**src/rtl/jk_to_sr_ff_bank.sv**
```systemverilog
// -----------------------------------------------------------------------------
// jk_to_sr_ff_bank
//
// Bank of WIDTH SR flip-flops. Each bit is a JK flip-flop core driven through
// S/R-to-J/K conversion logic. The conversion guarantees J and K are never high
// together, so the core has no reachable toggle path. Simultaneous S=R=1 is
// flagged, recorded in per-bit sticky flags and counted in a saturating
// counter so that control paths driving SR-style latches can be monitored.
//
// Parameters
//   WIDTH          number of SR bits
//   ILLEGAL_POLICY next-state on S=R=1: 0 hold, 1 set-dominant,
//                  2 reset-dominant; any other value behaves as 0
//   ERR_CNT_W      width of the illegal-event counter
//
// Ports
//   clk            rising-edge clock
//   rst            synchronous active-high reset (overrides en and err_clr)
//   en             clock enable for Q, detection and counting
//   S, R           per-bit set / reset requests
//   err_clr        synchronous clear of err_sticky, err_count, err_count_sat
//   Q, Qn          registered state and its complement
//   illegal        one-cycle per-bit flag of S=R=1 at the previous enabled edge
//   illegal_any    OR of illegal
//   err_sticky     per-bit sticky record of illegal events
//   err_count      saturating count of enabled cycles with any illegal bit
//   err_count_sat  high while err_count is at its maximum
// -----------------------------------------------------------------------------

// Single JK flip-flop core. J=K=1 resolves to reset rather than toggle; the
// surrounding conversion logic never produces that combination anyway.
module jk_ff_core (
    input  logic clk,
    input  logic rst,
    input  logic en_i,
    input  logic j_i,
    input  logic k_i,
    output logic q_o
);

    logic q_q;
    logic q_d;

    always_comb begin
        q_d = q_q;
        if (en_i) begin
            unique case ({j_i, k_i})
                2'b10:   q_d = 1'b1;
                2'b01:   q_d = 1'b0;
                2'b11:   q_d = 1'b0;
                default: q_d = q_q;
            endcase
        end
    end

    always_ff @(posedge clk) begin
        if (rst) begin
            q_q <= 1'b0;
        end else begin
            q_q <= q_d;
        end
    end

    assign q_o = q_q;

endmodule

module jk_to_sr_ff_bank #(
    parameter int WIDTH          = 4,
    parameter int ILLEGAL_POLICY = 0,
    parameter int ERR_CNT_W      = 8
) (
    input  logic                 clk,
    input  logic                 rst,
    input  logic                 en,
    input  logic [WIDTH-1:0]     S,
    input  logic [WIDTH-1:0]     R,
    input  logic                 err_clr,
    output logic [WIDTH-1:0]     Q,
    output logic [WIDTH-1:0]     Qn,
    output logic [WIDTH-1:0]     illegal,
    output logic                 illegal_any,
    output logic [WIDTH-1:0]     err_sticky,
    output logic [ERR_CNT_W-1:0] err_count,
    output logic                 err_count_sat
);

    // Unsupported policy values collapse to hold.
    localparam int POLICY = ((ILLEGAL_POLICY == 1) || (ILLEGAL_POLICY == 2)) ?
                            ILLEGAL_POLICY : 0;

    localparam logic [ERR_CNT_W-1:0] CNT_MAX = {ERR_CNT_W{1'b1}};
    localparam logic [ERR_CNT_W-1:0] CNT_ONE = {{(ERR_CNT_W-1){1'b0}}, 1'b1};

    // ------------------------------------------------------------------
    // S/R to J/K conversion. Each policy keeps J and K mutually exclusive:
    // the dominant input passes through, the other is masked by it.
    // ------------------------------------------------------------------
    logic [WIDTH-1:0] j_w;
    logic [WIDTH-1:0] k_w;
    logic [WIDTH-1:0] sr_both_w;

    assign sr_both_w = S & R;

    always_comb begin
        j_w = S & ~R;
        k_w = R & ~S;
        if (POLICY == 1) begin
            j_w = S;
        end else if (POLICY == 2) begin
            k_w = R;
        end
    end

    // ------------------------------------------------------------------
    // Per-bit JK cores
    // ------------------------------------------------------------------
    logic [WIDTH-1:0] q_w;

    for (genvar gi = 0; gi < WIDTH; gi++) begin : g_bit
        jk_ff_core u_core (
            .clk  (clk),
            .rst  (rst),
            .en_i (en),
            .j_i  (j_w[gi]),
            .k_i  (k_w[gi]),
            .q_o  (q_w[gi])
        );
    end

    assign Q  = q_w;
    assign Qn = ~q_w;

    // ------------------------------------------------------------------
    // Illegal-input monitoring
    // ------------------------------------------------------------------
    logic [WIDTH-1:0]     illegal_q,  illegal_d;
    logic [WIDTH-1:0]     sticky_q,   sticky_d;
    logic [ERR_CNT_W-1:0] cnt_q,      cnt_d;
    logic                 sat_q,      sat_d;
    logic [ERR_CNT_W-1:0] cnt_base;
    logic [WIDTH-1:0]     sticky_base;
    logic                 event_w;

    assign event_w = en && (|sr_both_w);

    always_comb begin
        // err_clr wipes the old state first, so an event at the same edge
        // lands on top of a cleared record.
        cnt_base    = err_clr ? '0 : cnt_q;
        sticky_base = err_clr ? '0 : sticky_q;

        illegal_d = '0;
        sticky_d  = sticky_base;
        cnt_d     = cnt_base;

        if (en) begin
            illegal_d = sr_both_w;
            sticky_d  = sticky_base | sr_both_w;
        end

        if (event_w) begin
            if (cnt_base == CNT_MAX) begin
                cnt_d = CNT_MAX;
            end else begin
                cnt_d = cnt_base + CNT_ONE;
            end
        end

        sat_d = (cnt_d == CNT_MAX);
    end

    always_ff @(posedge clk) begin
        if (rst) begin
            illegal_q <= '0;
            sticky_q  <= '0;
            cnt_q     <= '0;
            sat_q     <= 1'b0;
        end else begin
            illegal_q <= illegal_d;
            sticky_q  <= sticky_d;
            cnt_q     <= cnt_d;
            sat_q     <= sat_d;
        end
    end

    assign illegal       = illegal_q;
    assign illegal_any   = |illegal_q;
    assign err_sticky    = sticky_q;
    assign err_count     = cnt_q;
    assign err_count_sat = sat_q;

endmodule
```
**config.mk**
```make
export PLATFORM = sky130hd
export DESIGN_NAME = jk_to_sr_ff_bank
export DESIGN_NICKNAME = d
export VERILOG_FILES = /design/src/rtl/jk_to_sr_ff_bank.sv
export SDC_FILE = /design/constraint.sdc
export NUM_CORES = 1
export LEC_CHECK = 0
export CORE_ASPECT_RATIO = 0.75
export CORE_MARGIN = 1.5
export CORE_UTILIZATION = 30
export CTS_CLUSTER_SIZE = 25
export DETAILED_ROUTE_END_ITERATION = 8
export GPL_ROUTABILITY_DRIVEN = 1
export HOLD_SLACK_MARGIN = 0.06
export RECOVER_POWER = 25
export SLEW_MARGIN = 20
export SYNTH_ARGS = -nofsm -noshare
export SYNTH_HDL_FRONTEND = slang
export SYNTH_SLANG_ARGS = --single-unit
```
**constraint.sdc**
```tcl
create_clock -name clk -period 2.6 [get_ports clk]
set_input_delay 0.52 -clock clk [delete_from_list [all_inputs] [get_ports clk]]
set_output_delay 0.52 -clock clk [all_outputs]
set_load 0.01 [all_outputs]
```
After elaboration in Yosys (flattened, before gate mapping)
Index checks and enable logic that the tools add are counted.

word-level totals
  RAM bits = 0
  bits in latches = 0
  memory bits (read-only) = 0
  register bits = 21
  memories kept = 0
  word-level logic and storage cells = 56

cells by class
  bitwise logic cells = 8
  add/sub/neg operators = 1
  shift operators = 0
  muxes and demuxes = 9
  $lt $le $gt $ge = 0
  reduce and logical (&&, ||, !) cells = 16
  divide/modulo/power cells = 0
  eq/ne operators = 14
  multiply operators = 0

operator list
  kind                                            count
  2-to-1 mux 8 bit                                3
  == test 2 bit (second input constant)           8
  == test 8 bit (second input constant)           2
  bitwise AND 4 bit                               3
  NOT 4 bit                                       3
  OR reduction 2 bit                              5
  adder 8 x 1 -> 8 bit (second input constant)    1
  == test 2 x 1 -> 1 bit (second input constant)  4
  2-to-1 mux 4 bit                                2
  case mux 1 bit (2 select lines)                 4
  AND reduction 2 bit                             4
  nonzero test 2 bit                              4
  OR reduction 4 bit                              2
  bitwise OR 4 bit                                1
  logical AND 1 bit                               1
  NOT 1 bit                                       1

Longest topological paths before layout
  depth in word-level cells = 6
  mapped depth = 5

Modules after synthesis
From an unflattened synthesis, not the netlist that was laid out.

second synthesis, totals
  cells, all modules = 103
  area total of the unflattened synthesis = 940.9 µm²

by module, submodules not included
  module            times used  seq. area each (µm²)  area each (µm²)  cells an instance
  jk_to_sr_ff_bank  1           340.3                 810.8            91
  jk_ff_core        4           20.0                  32.5             3

Worst setup path before layout
No wires, ideal clock.

  path type = in2reg
  start = in R[1]
  end = reg sat_q, in the netlist err_count_sat
  cell stages on the path = 5
  arrival = 1.850 ns
  path slack = 0.662 ns
  data required time = 2.512 ns
  cell sequence = ha_1 > o41ai_2 > o21ai_1 > a211o_1 > nor4_2

between the ends
  longest elaborated chain between the ends = 5

ends and longest elaborated chain
  element               RTL line  text
  from (decl)           77        input logic [WIDTH-1:0] R,
  bitwise AND 4 bit     103       assign sr_both_w = S & R;
  OR reduction 4 bit    145       assign event_w = en && (|sr_both_w);
  logical AND 1 bit     145
  2-to-1 mux 8 bit      162       if (event_w) begin
  == test 8 bit         170       sat_d = (cnt_d == CNT_MAX);
  to (signal assigned)  183       sat_q <= sat_d;
  to (decl)             140       logic sat_q, sat_d;

Every way passes these cells.
A chain may end at the register's enable or synchronous reset.

Worst setup path after layout
  start = in S[0]
  end = reg sat_q, in the netlist err_count_sat

between the ends
  longest elaborated chain between the ends = 5

ends and longest elaborated chain
  element                 RTL line  text
  from (decl)             76        input logic [WIDTH-1:0] S,
  bitwise AND 4 bit       103
  named net sr_both_w[0]  101       logic [WIDTH-1:0] sr_both_w;
  OR reduction 4 bit      145
  logical AND 1 bit       145
  2-to-1 mux 8 bit        162
  == test 8 bit           170

The timed path passes the listed nets, and every way through them passes these cells.

==> metrics.txt <==
status complete, no violations; fin. max-slew vios 0; number of diodes 0; Overall Global Routing Usage between 10% and 20%; Power Total 0.0006581 W; Inst Count DP 184; post-synthesis cell type count 32; Setup Skew 0.002318 ns; core area 3266 um^2; cell depth of the worst setup path 6; routability congestion estimate between 0.8 and 0.9; die area 3740 um^2; CP arrival roughly 2.6 ns; post-synthesis area per instance 9.130 um^2; Peak VDD IR 0.2469 mV; Detail Route Antenna Nets 0; Worst slew margin between 60 and 70%; Final HPWL DP 1719 um; std cell rows 18; Buffers on Ports 37; combinational family with the most area after synthesis simple AND/OR/NAND/NOR gates; initial cell density of the core around 31%; R2R depth 4; WS Path Type in -> reg; post_cts resized 0; CTS Sinks 21; Post-Synth Adder-Cell Area 9.877%; CTS clk-pin slew, worst paths about 0.07 ns; CP Launch Point S[0]; Final Cell Area 1454 um^2; fill cell count 320; largest net degree at the start of global routing 13; CTS max path bufs 2; critical path data required time ~2.8 ns; register area share after synthesis 41.48%; Top delay family on crit path compound AO/OA/AOI/OAI gates; global-route wire length before repair 3739 um; Multi-input gate area approximately 530 um^2; Worst-Skew Late Latency 0.26 ns; Routed WL per cell 11.30 um; Starting DRT DRC Count 42; Syn Nets 131; post-synthesis register bit count 21; FF-to-FF End err_count_sat; R2R setup slack 0.99 ns; Synth warnings 0; unrepaired setup endpoints after global routing no; Area after DPL 1408 um^2; Final Routed Wirelength about 2100 um; post-CTS setup buffers 0; Worst Path Max Fanout 6; Critical Path End Type flop; PwrDens 452.7 nW/um^2; hold_buf cts 0; FMAX 414.2 MHz; Hold Crit Class reg -> reg; Nets 169; H-tree levels 1; max cap viols 0; ys flop type dfxtp_1; die height between 50 and 60 um; Tcrit/Tclk final 92.86%; Area Growth Syn to Fin 43.46%; overall die width 70.12 um; Hold Fails Final Rpt 0; worst-margin pin slew about 0.56 ns; Leak 0.5838 nW; CP peak stage delay 0.57 ns; I/O pin total 38; crit path time final between 2 and 2.5 ns; FF+latch area 420.4 um^2; vias in the first global route 861; multiplexer area fraction after synthesis 0.9877%; via count 896; reg2reg start err_count[0]; Crit-path slowest cell o41ai_2; simple-gate share of the synthesized area 24.94%; XOR/XNOR Fraction of Synth Area 0%; DRC viols 0; Critical Path Sink err_count_sat; Worst Path Buf+Inv 1; hold slack between 0.4 and 0.5 ns; Setup-failing EPs final 0; asr flop ratio synth 0%; CTS buffer count 3; Critical Path Start Type primary input; CP Cell Sequence dlygate4sd3_1 -> ha_1 -> o41ai_2 -> o21ai_1 -> a211o_1 -> nor4_2; Post-synth EDFFs 0; share of cells above drive strength 1 7.432%; GRT overflow 0; Syn Inst Count 111; Vias/cell roughly 4.8; Post-Layout Cell Count 188; First-pass DRT Iterations 5; Root Buffer clkbuf_8; initial antenna violation count 0; Synth Area in Compound Gates 16.05%; Syn Std Cell Area 1013 um^2; CTS tree done
## worst min path at each step
stage	endpoint	slack, ns	start	cells past startpoint
floorplan	g_bit[0].u_core.q_o	0.49	g_bit[0].u_core.q_o	2
global placement	err_sticky[1]	0.44	err_sticky[1]	1
detailed placement	err_sticky[0]	0.44	err_sticky[0]	1
CTS	err_sticky[0]	0.46	err_sticky[0]	1
global route	err_sticky[1]	0.48	err_sticky[1]	1
finish	err_sticky[0]	0.46	err_sticky[0]	1
## cell usage after synthesis (2+ instances only)
library cell  count  share of area, %
dfxtp_1          21                41
nor2_1           11               4.1
inv_1             9               3.3
ha_1              8               9.9
a21oi_1           6               3.0
a21o_1            5               3.7
nand2_1           5               1.9
nor2b_1           5               3.1
a211oi_1          4               3.0
and2_1            4               2.5
buf_4             4               3.0
nor3_1            4               2.0
nand3_1           3               1.5
or2_2             3               1.9
or4_1             2               1.5
## cell usage in the layout, fill, tap and decap left out, types with 2 or more instances in the layout
master,count
clkdlybuf4s50_1,34
or2_2,3
inv_1,9
nand2_1,5
a21oi_1,6
nand3_1,3
clkbuf_8,3
and2_0,4
dfxtp_1,21
or4_1,2
nor2b_1,5
ha_1,8
dlygate4sd3_1,3
nor3_1,4
a211oi_1,4
nor2_1,11
a21o_1,5
## layer usage
| layer | up-vias | track usage [%] | share of wire (%) |
|---|---|---|---|
| li1 | 465 | - | - |
| met5 | - | 0 | 0 |
| met4 | 0 | 4.167 | 1.2 |
| met1 | 404 | 14.81 | 47 |
| met3 | 2 | 4.000 | 4.7 |
| met2 | 25 | 22.86 | 47 |
## layout make-up
type                    count  share of cell area (%)
clock buffers               3                   2.840
repair buffers             38                   25.99
clock inverters             1                  0.3442
inverters                   9                   2.324
multi-input cells          76                   36.14
flip-flops and latches     21                   28.92
well taps                  40                   3.442
## worst reg2reg max path: cells and delay by family, from the launching register on
| family | cells | cell delay (ns) |
|---|---|---|
| AOI/OAI and AO/OA | 1 | 0.20 |
| and+or+nand+nor | 3 | 0.88 |
| DFF | 1 | 0.45 |
## power breakdown
group	leakage (nW)	internal [W]	switching, W
Combinational	0.387	0.0000637	0.0000474
Sequential	0.171	0.000333	0.00000863
Clock	0.0255	0.000107	0.0000993
## state kept, by name, indices dropped and copies added, names as in the netlist
name and flops:
err_count 8, err_count_sat 1, err_sticky 4, g_bit.u_core.q_o 4, illegal 4
## stage by stage
stage | utilization, % | setup WS, ns | TNS (ns)
floorplan | - | 0.6619 | 0
global placement | 43.10 | 0.08568 | 0
detailed placement | 43.10 | -0.008195 | -0.008195
CTS | 44.52 | 0.2592 | 0
global route | 44.52 | 0.07052 | 0
finish | 44.52 | 0.1856 | 0
## cell families after synthesis
family,Yosys count
compound gates,22
fa+ha+maj,8
buf+inv,14
flops,21
mux,1
simple gates,45
Note: power is estimated with default switching activity, not from simulation.
==> patch 1 (same flow settings) <==
Set the parameter `WIDTH` to 6 (it was 4).
--- a/src/rtl/jk_to_sr_ff_bank.sv
+++ b/src/rtl/jk_to_sr_ff_bank.sv
@@ -66,7 +66,7 @@
 endmodule
 
 module jk_to_sr_ff_bank #(
-    parameter int WIDTH          = 4,
+    parameter int WIDTH          = 6,
     parameter int ILLEGAL_POLICY = 0,
     parameter int ERR_CNT_W      = 8
 ) (
Interface: changed (6 resized); port bits go from 38 to 50. The function was not compared with the original's and may differ.
==> patch 1 against the original RTL <==
  * Via count increased by 30%
  * Area after synthesis increased by 29%
  * Non-clock buffer count increased by 27
  * Clock skew increased by 0.0039 ns
  * Routed wire length increased by 46%
  * Utilization increased by 4.2 points
  * Sequential cell count increased by 6
  * Combinational power increased by 60%
  * Fmax decreased by 4.3%
  * Worst setup slack got worse by 0.11 ns
  * Sequential share of layout area decreased by 1.9 points
  * Final area increased by 38%
  * Power increased by 31%
  * Critical endpoint unchanged
  * Highest routed layer unchanged
==> patch 1: results (changes against the original RTL) <==
- Clock share of power: 27.8% (-3.5 points)
- Final HPWL DP: 2456 µm (+43%)
- Fraction of area in multi-input gates: 34.33% (-1.8 points)
- Inverter count: 13 (+4)
- Area of all placed cells without fillers: 2001 µm² (+38%)
- Crit path launch: R[2]
- Status: finished clean
- Largest stage delay on the critical path: 0.54 ns (-0.03 ns)
- Share of layout cells above drive strength 1: 14.65% (+7.2 points)
- Crit Path Max Fanout: 4 (-2)
- Wl on met1: 1431 µm (+42%)
- Setup slack, reg-to-reg: 0.68 ns (-0.31 ns)
- Bufs w/o clock: 65 (+71%)
- Slew HR: 74.78% (+12 points)
- Largest delay share family, worst path: simple AND/OR/NAND/NOR gates
- Met1 usage: 16.82% (+2.0 points)
- Clock Skews: 0.006200 ns (+0.003882 ns)
- Syn avg cell area: 9.438 µm² (+3.4%)
- Fill cell count: 411 (+28%)
- Clock buf/inv share: 2.439% (-0.75 points)
- Routed vias/inst: 4.601 (-3.5%)
- DRT Wirelength: 3104 µm (+46%)
- Met2 usage: 23.20% (+0.34 points)
- Setup WS pre-CTS: -0.2724 ns (-0.2642 ns)
- Port bufs: 49 (+32%)
- Placed cells: 248 (+35%)
- Sw frac: 25.44% (+1.8 points)
- Flops & latches, synth: 27 (+29%)
- Post-synth top cells: dfxtp_1 (27), inv_1 (13), nor2_1 (13)
- LEAKAGE: 0.0008304 µW (+42%)
- Initial drt markers: 21 (-50%)
- Synth area leaders: dfxtp_1 (41%), ha_1 (12%), nor2b_1 (4.3%)
- Gr usage total: 13.43% (+0.64 points)
- Placed instance area: 1918 µm² (+36%)
- Non-clock buffer share: 30.33% (+4.3 points)
- WHS Endpoint: err_sticky[1]
- Worst r2r path cells: 5 (+1)
- Net Count, Synth: 166 (+27%)
- #MultiIn Comb: 89 (+17%)
## patch 1: cell types whose count changed after synthesis, moves of 3 or more
cell,change
ha_1,+4
inv_1,+4
nor3_1,-3
a21oi_1,-3
nor2b_1,+4
and2_1,+3
dfxtp_1,+6
xnor2_1,+5
## patch 1: cells by family (layout without fill, tap and decap cells)
logic type | count (synthesis) | in the layout | synth area share [%]
fa+ha+maj | 12 | 12 | 11.53
simple gates | 48 | 48 | 21.13
compound gates | 24 | 24 | 14.41
buf+inv | 22 | 82 | 8.069
flops | 27 | 27 | 41.50
xor+xnor | 5 | 5 | 3.362
## patch 1: repair_timing
action	in CTS	in global routing
buffers inserted	0	1
resized for setup	2	3
setup endpoints to repair	1	1
pin swaps	4	1
## patch 1: stage by stage
step / hold WS (ns) / TNS [ns]
4_1_cts: 0.4692 / 0
6_report: 0.4661 / 0
3_3_place_gp: 0.4380 / -0.1626
3_5_place_dp: 0.4470 / -0.2724
5_1_grt: 0.4909 / 0
2_1_floorplan: 0.4909 / 0
==> patch 2 (same settings) <==
Without the edit above. The output `err_count_sat` loses its register stage (`sat_q` becomes a continuous assignment).
--- a/src/rtl/jk_to_sr_ff_bank.sv
+++ b/src/rtl/jk_to_sr_ff_bank.sv
@@ -175,14 +175,14 @@
             illegal_q <= '0;
             sticky_q  <= '0;
             cnt_q     <= '0;
-            sat_q     <= 1'b0;
         end else begin
             illegal_q <= illegal_d;
             sticky_q  <= sticky_d;
             cnt_q     <= cnt_d;
-            sat_q     <= sat_d;
         end
     end
+
+    assign sat_q = sat_d;
 
     assign illegal       = illegal_q;
     assign illegal_any   = |illegal_q;
Behaviour: no difference found for any inputs over 10 cycles, from zero or initial values and one cycle with rst high; that may be too few to reach the edited logic, so the function may still have changed.
==> patch 2 against the original RTL <==
  * Worst setup slack got worse by 0.11 ns
  * Via count up 1.5%
  * Critical endpoint is now err_count_sat
  * Area after synthesis is 2.8% lower
  * Final area is 4.3% higher
  * Clock power grew 11%
  * Sequential cell count down 1
  * Routed wire length increased by 6.8%
  * Power increased by 3.5%
==> patch 2: results (changes against the original RTL) <==
- Unique masters post-synth: 31 (-3.1%)
- Largest delay share family, worst path: buffers and inverters
- Mux share of post-synthesis cell area: 0% (-0.99 points)
- Final HPWL DP: 1785 µm (+3.9%)
- Fill cell count: 291 (-9.1%)
- Vias in the first global route: 900 (+4.5%)
- Largest stage delay on the critical path: 0.44 ns (-0.13 ns)
- Synth area leaders: dfxtp_1 (41%), ha_1 (10%), a211oi_1 (6.1%)
- Worst R2R End: err_count[0]
- WL met3: 74 µm (-26%)
- Post-synth top cells: dfxtp_1 (20), inv_1 (9), a211oi_1 (8), ha_1 (8), nor2_1 (7)
- Met2 usage: 25.32% (+2.5 points)
- Compound-gate portion of the synthesized area: 19.95% (+3.9 points)
- Status: finished clean
- Clock Skews: 0.001695 ns (-0.0006234 ns)
- Detailed-route via count: 909 (+1.5%)
- Wl on met1: 1090 µm (+8.2%)
- Synth Area in Adders: 10.17% (+0.29 points)
- Register area share after synthesis: 40.66% (-0.82 points)
- Synth-to-Final Area Change: 54.00%
- Crit Path Max Fanout: 2 (-4)
- LEAKAGE: 0.0006409 µW (+9.8%)
- Met2 WL: 1086 µm (+9.5%)
- Worst r2r path cells: 3 (-1)
- Met1 usage: 15.84% (+1.0 points)
- Share of layout cells above drive strength 1: 16.56% (+9.1 points)
- DRT Wirelength: 2269 µm (+6.8%)
- Crit path launch: S[2]
- Setup WS pre-CTS: -0.1767 ns (-0.1685 ns)
- Worst VDD drop: 200.3 µV (-19%)
- Net Count, Synth: 124 (-5.3%)
- Final Hold Slack: 0.4537 ns (-0.002887 ns)
- Worst slew pin tran: 0.3411 ns (-0.2146 ns)
- Min-delay src: err_sticky[3]
- First-pass GRT wire length: 3988 µm (+6.7%)
## patch 2: cell type report
cell class / instances / share of cell area [%]
Clock buffer: 4 / 3.630
Inverter: 9 / 2.228
Multi-Input combinational cell: 67 / 33.17
Sequential cell: 20 / 26.40
Tap cell: 38 / 3.135
Timing Repair Buffer: 51 / 31.44
## patch 2: where the power goes
group / internal [µW] / switching, µW / leakage (µW)
sequential: 317 / 9.30 / 0.000163
clock: 134 / 94.7 / 0.0000288
combinational: 73.9 / 51.5 / 0.000449
total: 526 / 155 / 0.000641
## patch 2: worst max path at each step
stage                     to  cells after the start  slack [ns]
2_1_floorplan  err_count_sat                      5        0.64
3_3_place_gp   err_count_sat                      6       -0.17
3_5_place_dp   err_count_sat                      6       -0.18
4_1_cts        err_count_sat                      6        0.01
5_1_grt        err_count_sat                      6       0.006
6_report       err_count_sat                      6        0.07
## patch 2: what timing repair did
action                     CTS  global route
setup endpoints to repair    1             1
gates resized for setup      1             3
hold endpoints to repair     0             0
pin swaps                    0             1
